File: config.mk
export PLATFORM = sky130hd
export DESIGN_NAME = idle_rx_detector
export DESIGN_NICKNAME = d
export VERILOG_FILES = /design/src/rtl/idle_rx_detector.sv
export SDC_FILE = /design/constraint.sdc
export NUM_CORES = 1
export LEC_CHECK = 0
export CAP_MARGIN = 30
export CORE_UTILIZATION = 23
export DETAILED_ROUTE_END_ITERATION = 7
export HOLD_SLACK_MARGIN = 0.06
export PLACE_DENSITY = 0.84
export SLEW_MARGIN = 20
export SYNTH_ARGS = -nofsm -noshare
export SYNTH_HDL_FRONTEND = slang
export SYNTH_SLANG_ARGS = --single-unit
export TNS_END_PERCENT = 100
File: constraint.sdc
create_clock -name clk -period 3.9 [get_ports clk]
set_input_delay 0.585 -clock clk [delete_from_list [all_inputs] [get_ports clk]]
set_output_delay 0.585 -clock clk [all_outputs]
set_load 0.01 [all_outputs]
File: src/rtl/idle_rx_detector.sv
// idle_rx_detector: counts consecutive all-lane Idle symbol times and flags done at TARGET; IDLE_SKP_TOLERATE_EN makes SKP ordered sets transparent
//   clk, rst                   clock and synchronous active-high reset
//   det_enable, det_clr        arm detection / restart detection
//   rx_valid, rx_data          one symbol time per valid cycle, lane i at rx_data[i*SYM_W +: SYM_W]
//   rx_lane_mask               active lanes of the configured link width
//   rx_is_os, rx_is_skp        ordered-set block marker and SKP qualifier
//   idle_cnt                   consecutive Idle count, saturating at TARGET
//   idle_rcvd_done             sticky level once TARGET Idles are received
//   nonidle_seen               one-cycle pulse when a non-Idle symbol time arrives
module idle_rx_detector #(
  parameter int LANES     = 16,
  parameter int SYM_W     = 8,
  parameter int TARGET    = 8,
  parameter int CNT_WIDTH = 4
) (
  input  logic                   clk,
  input  logic                   rst,
  input  logic                   det_enable,
  input  logic                   det_clr,
  input  logic                   rx_valid,
  input  logic [LANES*SYM_W-1:0] rx_data,
  input  logic [LANES-1:0]       rx_lane_mask,
  input  logic                   rx_is_os,
  input  logic                   rx_is_skp,
  output logic [CNT_WIDTH-1:0]   idle_cnt,
  output logic                   idle_rcvd_done,
  output logic                   nonidle_seen
);
  if (2**CNT_WIDTH <= TARGET) begin : g_cnt_width_check
    $error("idle_rx_detector: 2**CNT_WIDTH must exceed TARGET");
  end
  localparam logic [CNT_WIDTH-1:0] TGT = CNT_WIDTH'(TARGET);
  typedef enum logic [1:0] {OFF, COUNT, DONE} state_e;
  state_e               state_q, state_d;
  logic [CNT_WIDTH-1:0] cnt_q, cnt_d;
  logic                 done_q, done_d, nis_q, nis_d;
  logic [LANES-1:0]     lane_nz;
  logic                 is_idle, skp_hold;
  for (genvar i = 0; i < LANES; i++) begin : g_lane
    assign lane_nz[i] = |rx_data[i*SYM_W +: SYM_W];
  end
  assign is_idle = !rx_is_os && |rx_lane_mask && !(|(lane_nz & rx_lane_mask));
`ifdef IDLE_SKP_TOLERATE_EN
  assign skp_hold = rx_is_os && rx_is_skp;
`else
  logic unused_skp;
  assign unused_skp = rx_is_skp;
  assign skp_hold   = 1'b0;
`endif
  always_comb begin
    state_d = state_q;
    cnt_d   = cnt_q;
    done_d  = done_q;
    nis_d   = 1'b0;
    if (det_clr) begin
      state_d = det_enable ? COUNT : OFF;
      cnt_d   = '0;
      done_d  = 1'b0;
    end else if (!det_enable) begin
      state_d = OFF;
      cnt_d   = '0;
      done_d  = 1'b0;
    end else if (state_q == OFF) begin
      state_d = COUNT;
    end else if (rx_valid && !skp_hold && !is_idle) begin
      // done is sticky, so the count stays pinned at TARGET once reached
      nis_d = 1'b1;
      cnt_d = (state_q == DONE) ? TGT : '0;
    end else if (rx_valid && !skp_hold && state_q == COUNT) begin
      cnt_d   = cnt_q + 1'b1;
      done_d  = (cnt_d == TGT);
      state_d = done_d ? DONE : COUNT;
    end
  end
  always_ff @(posedge clk) begin
    if (rst) begin
      state_q <= OFF;
      cnt_q   <= '0;
      done_q  <= 1'b0;
      nis_q   <= 1'b0;
    end else begin
      state_q <= state_d;
      cnt_q   <= cnt_d;
      done_q  <= done_d;
      nis_q   <= nis_d;
    end
  end
  assign idle_cnt       = cnt_q;
  assign idle_rcvd_done = done_q;
  assign nonidle_seen   = nis_q;
endmodule

==> results.toml <==
[grt]
gr-usage-met2_pct = 44.59
track_usage_pct = 22.79
busiest_layer = "met2"
grt_max_degree = 11
use_met3_pct = 5.903
grt_pass1_wl_um = 7458
overflow = 0
grt_pass1_vias = 1705
antenna_found_initial = 0
use_met1_pct = 24.82

[detailed_routing]
wire_per_inst_um = 14.98
vias = 1664
route.detailed.drc = 0
postRouteAntennaNets = 0
firstDrtPassIters = 4
initialDrtViolationCount = 77
wl_um = 4898
viasPerCell = 5.089

[sta]
fin_crit_sh_pct = 65.96
tightest_slew_ps = 737.8
clock_skew_ps = 1.254
tns_ps = 0
holdWs_ps = 460.7
finalMaxSlewViolations = 0
rsz0062_at_grt = "false"
fmax_mhz = 388.7
setup_violations = 0
setup_slack_ps = 1327
hold_viol = 0
relSlewSlack_pct = 50.71
layout_min_cycle_time_ps = 2573

[floorplan]
start_util_pct = 24.52
core_um2 = 3771
die_height_um = 65.41
fp.dieW_um = 65.41
ioPinCount = 157
dieArea_um2 = 4278
row_count = 22

[synthesis]
syn_nets = 274
ys_types = 37
yosysWarnings = 0
synth_area_per_cell_um2 = 7.579
yosys_register_bits = 8
syn-cell-area_um2 = 924.6
ys_seq_area_share_pct = 17.32
syn_inst = 122

[power_and_ir_drop]
peakVddDrop_mv = 0.08706
p_leak_nw = 0.8635
power_density_nw_per_um2 = 138.5
finalPower_mw = 0.3553

[status]
run_status = "finished clean"

[worst_setup_path]
max_stage_delay_ps = 520
worstPathArrival_ps = 2680
r2r_end = "state_q[0]"
cp_data_required_time_ps = 4010
regToRegStartpoint = "idle_cnt[0]"
cp_slowest_cell = "or4_1"
cp_common_cell = "nand4_1"
critPathCaptureType = "register"
critPathMaxFanout = 7
reg2regPathDepth = 5
cp-start-kind = "input port"
critPathKind = "in -> reg"
reg2reg_slack_ps = 2490
path_cells = "clkdlybuf4s50_1 -> or4_1 -> o21ai_1 -> nand4_1 -> nor3_4 -> nand4_1 -> o31a_1"

[final_layout]
final_util_pct = 68.05
antenna_cells = 0
area_growth_pct = 177.5
fin_cells = 327
final_cell_mix = "155 x clkdlybuf4s50_1, 27 x or4_1, 12 x o21ai_1, 9 x nor4_1"
final_nets = 433
mostFrequentLayoutCell = "clkdlybuf4s50_1"
drive_gt1_share_pct = 3.584
stdcell_area_um2 = 2566

[clock_network]
cts_buffers = 3
cts_tree = "done"
clock_latency_ps = 220
clk_pin_slew_ps = 40
root_buffer = "clkbuf_8"
cts_max_level = 1
postCtsHoldBufs = 0
postCtsSetupRepairBufs = 0
cts_resized = 0
cts.path.max_buffers = 2
clkSinkCount = 8

[placement]
dp.cells = 324
place.gp.congestion = 0.8498
postPlaceCellArea_um2 = 2525
pre_cts_ws_ps = 1076
numPortBuffers = 155
place_hpwl_um = 4482

[min_path]
hold_end = "idle_rcvd_done"
hold_depth = 2
hold_class = "reg -> reg"
min_from = "idle_rcvd_done"

[flow_run]
drv_cap = 0
[cells by family (layout without fill, tap and decap cells)]
logic type               Yosys count  count (layout)  share of synthesized area (%)
AND/OR/NAND/NOR                   72              72                          53.72
AO/OA/AOI/OAI                     33              33                          22.33
flip-flops                         8               8                          17.32
buffers and inverters              6             163                          3.248
adder cells (fa/ha/maj)            1               1                          1.353
XOR/XNOR                           1               1                         0.9474
multiplexers                       1               1                          1.083
[area by class of cell]
class                   count  area [um^2]
repair buffers            155         1551
fillers                   310         1205
multi-input cells         108        734.5
flip-flops and latches      8        160.2
well taps                  48        60.06
clock buffers               3        41.29
inverters                   5        18.77
[state kept, by name, indices dropped and copies added, names as in the netlist]
| signal | count |
|---|---|
| idle_cnt | 4 |
| nonidle_seen | 1 |
| state_q | 2 |
| idle_rcvd_done | 1 |
[per-layer routing]
metal,vias up,wire (um)
li1,835,-
met2,110,2458
met3,6,507
met5,-,0
met1,713,1886
met4,0,46
[cells in the mapped netlist, drive strengths merged]
cell	count	area (um^2)
or4	28	214.0
o21ai	15	78.83
nor4	10	68.81
dfxtp	8	160.2
nand2	8	30.03
nand4	8	50.05
a21oi	5	25.02
inv	5	18.77
nor3	4	42.54
nor2	3	11.26
nor3b	3	22.52
a211oi	2	15.01
a21boi	2	15.01
a31oi	2	12.51
and2	2	12.51
and3	2	13.77
a211o	1	10.01
a32oi	1	8.760
a41oi	1	8.760
buf	1	11.26
ha	1	12.51
mux2i	1	10.01
nand2b	1	6.260
nand3b	1	7.510
nand4b	1	8.760
nor4b	1	8.760
o211ai	1	7.510
o22ai	1	6.260
o311a	1	10.01
o31a	1	8.760
xnor2	1	8.760
[report_power, final]
part | switching [mW] | total [mW] | internal, mW
clock network | 0.0297 | 0.0963 | 0.0666
registers | 0.000865 | 0.0838 | 0.0829
logic | 0.0354 | 0.175 | 0.140
[how the worst max path moves through the flow]
stage	end	slack [ps]	startpoint	depth (start not counted)
after CTS	state_q[0]	1310	rx_data[1]	7
after global routing	state_q[0]	1100	rx_data[125]	7
after floorplan	state_q[0]	1700	rx_data[77]	6
final	state_q[0]	1330	rx_data[125]	7
after global placement	state_q[0]	1090	rx_data[117]	7
after detailed placement	state_q[0]	1080	rx_data[1]	7
[critical path: cells and delay by family]
| family | cells | cell delay [ps] |
|---|---|---|
| AOI/OAI and AO/OA | 2 | 500 |
| buffers and inverters | 1 | 390 |
| and+or+nand+nor | 4 | 1220 |
Note: power is estimated with default switching activity, not from simulation.
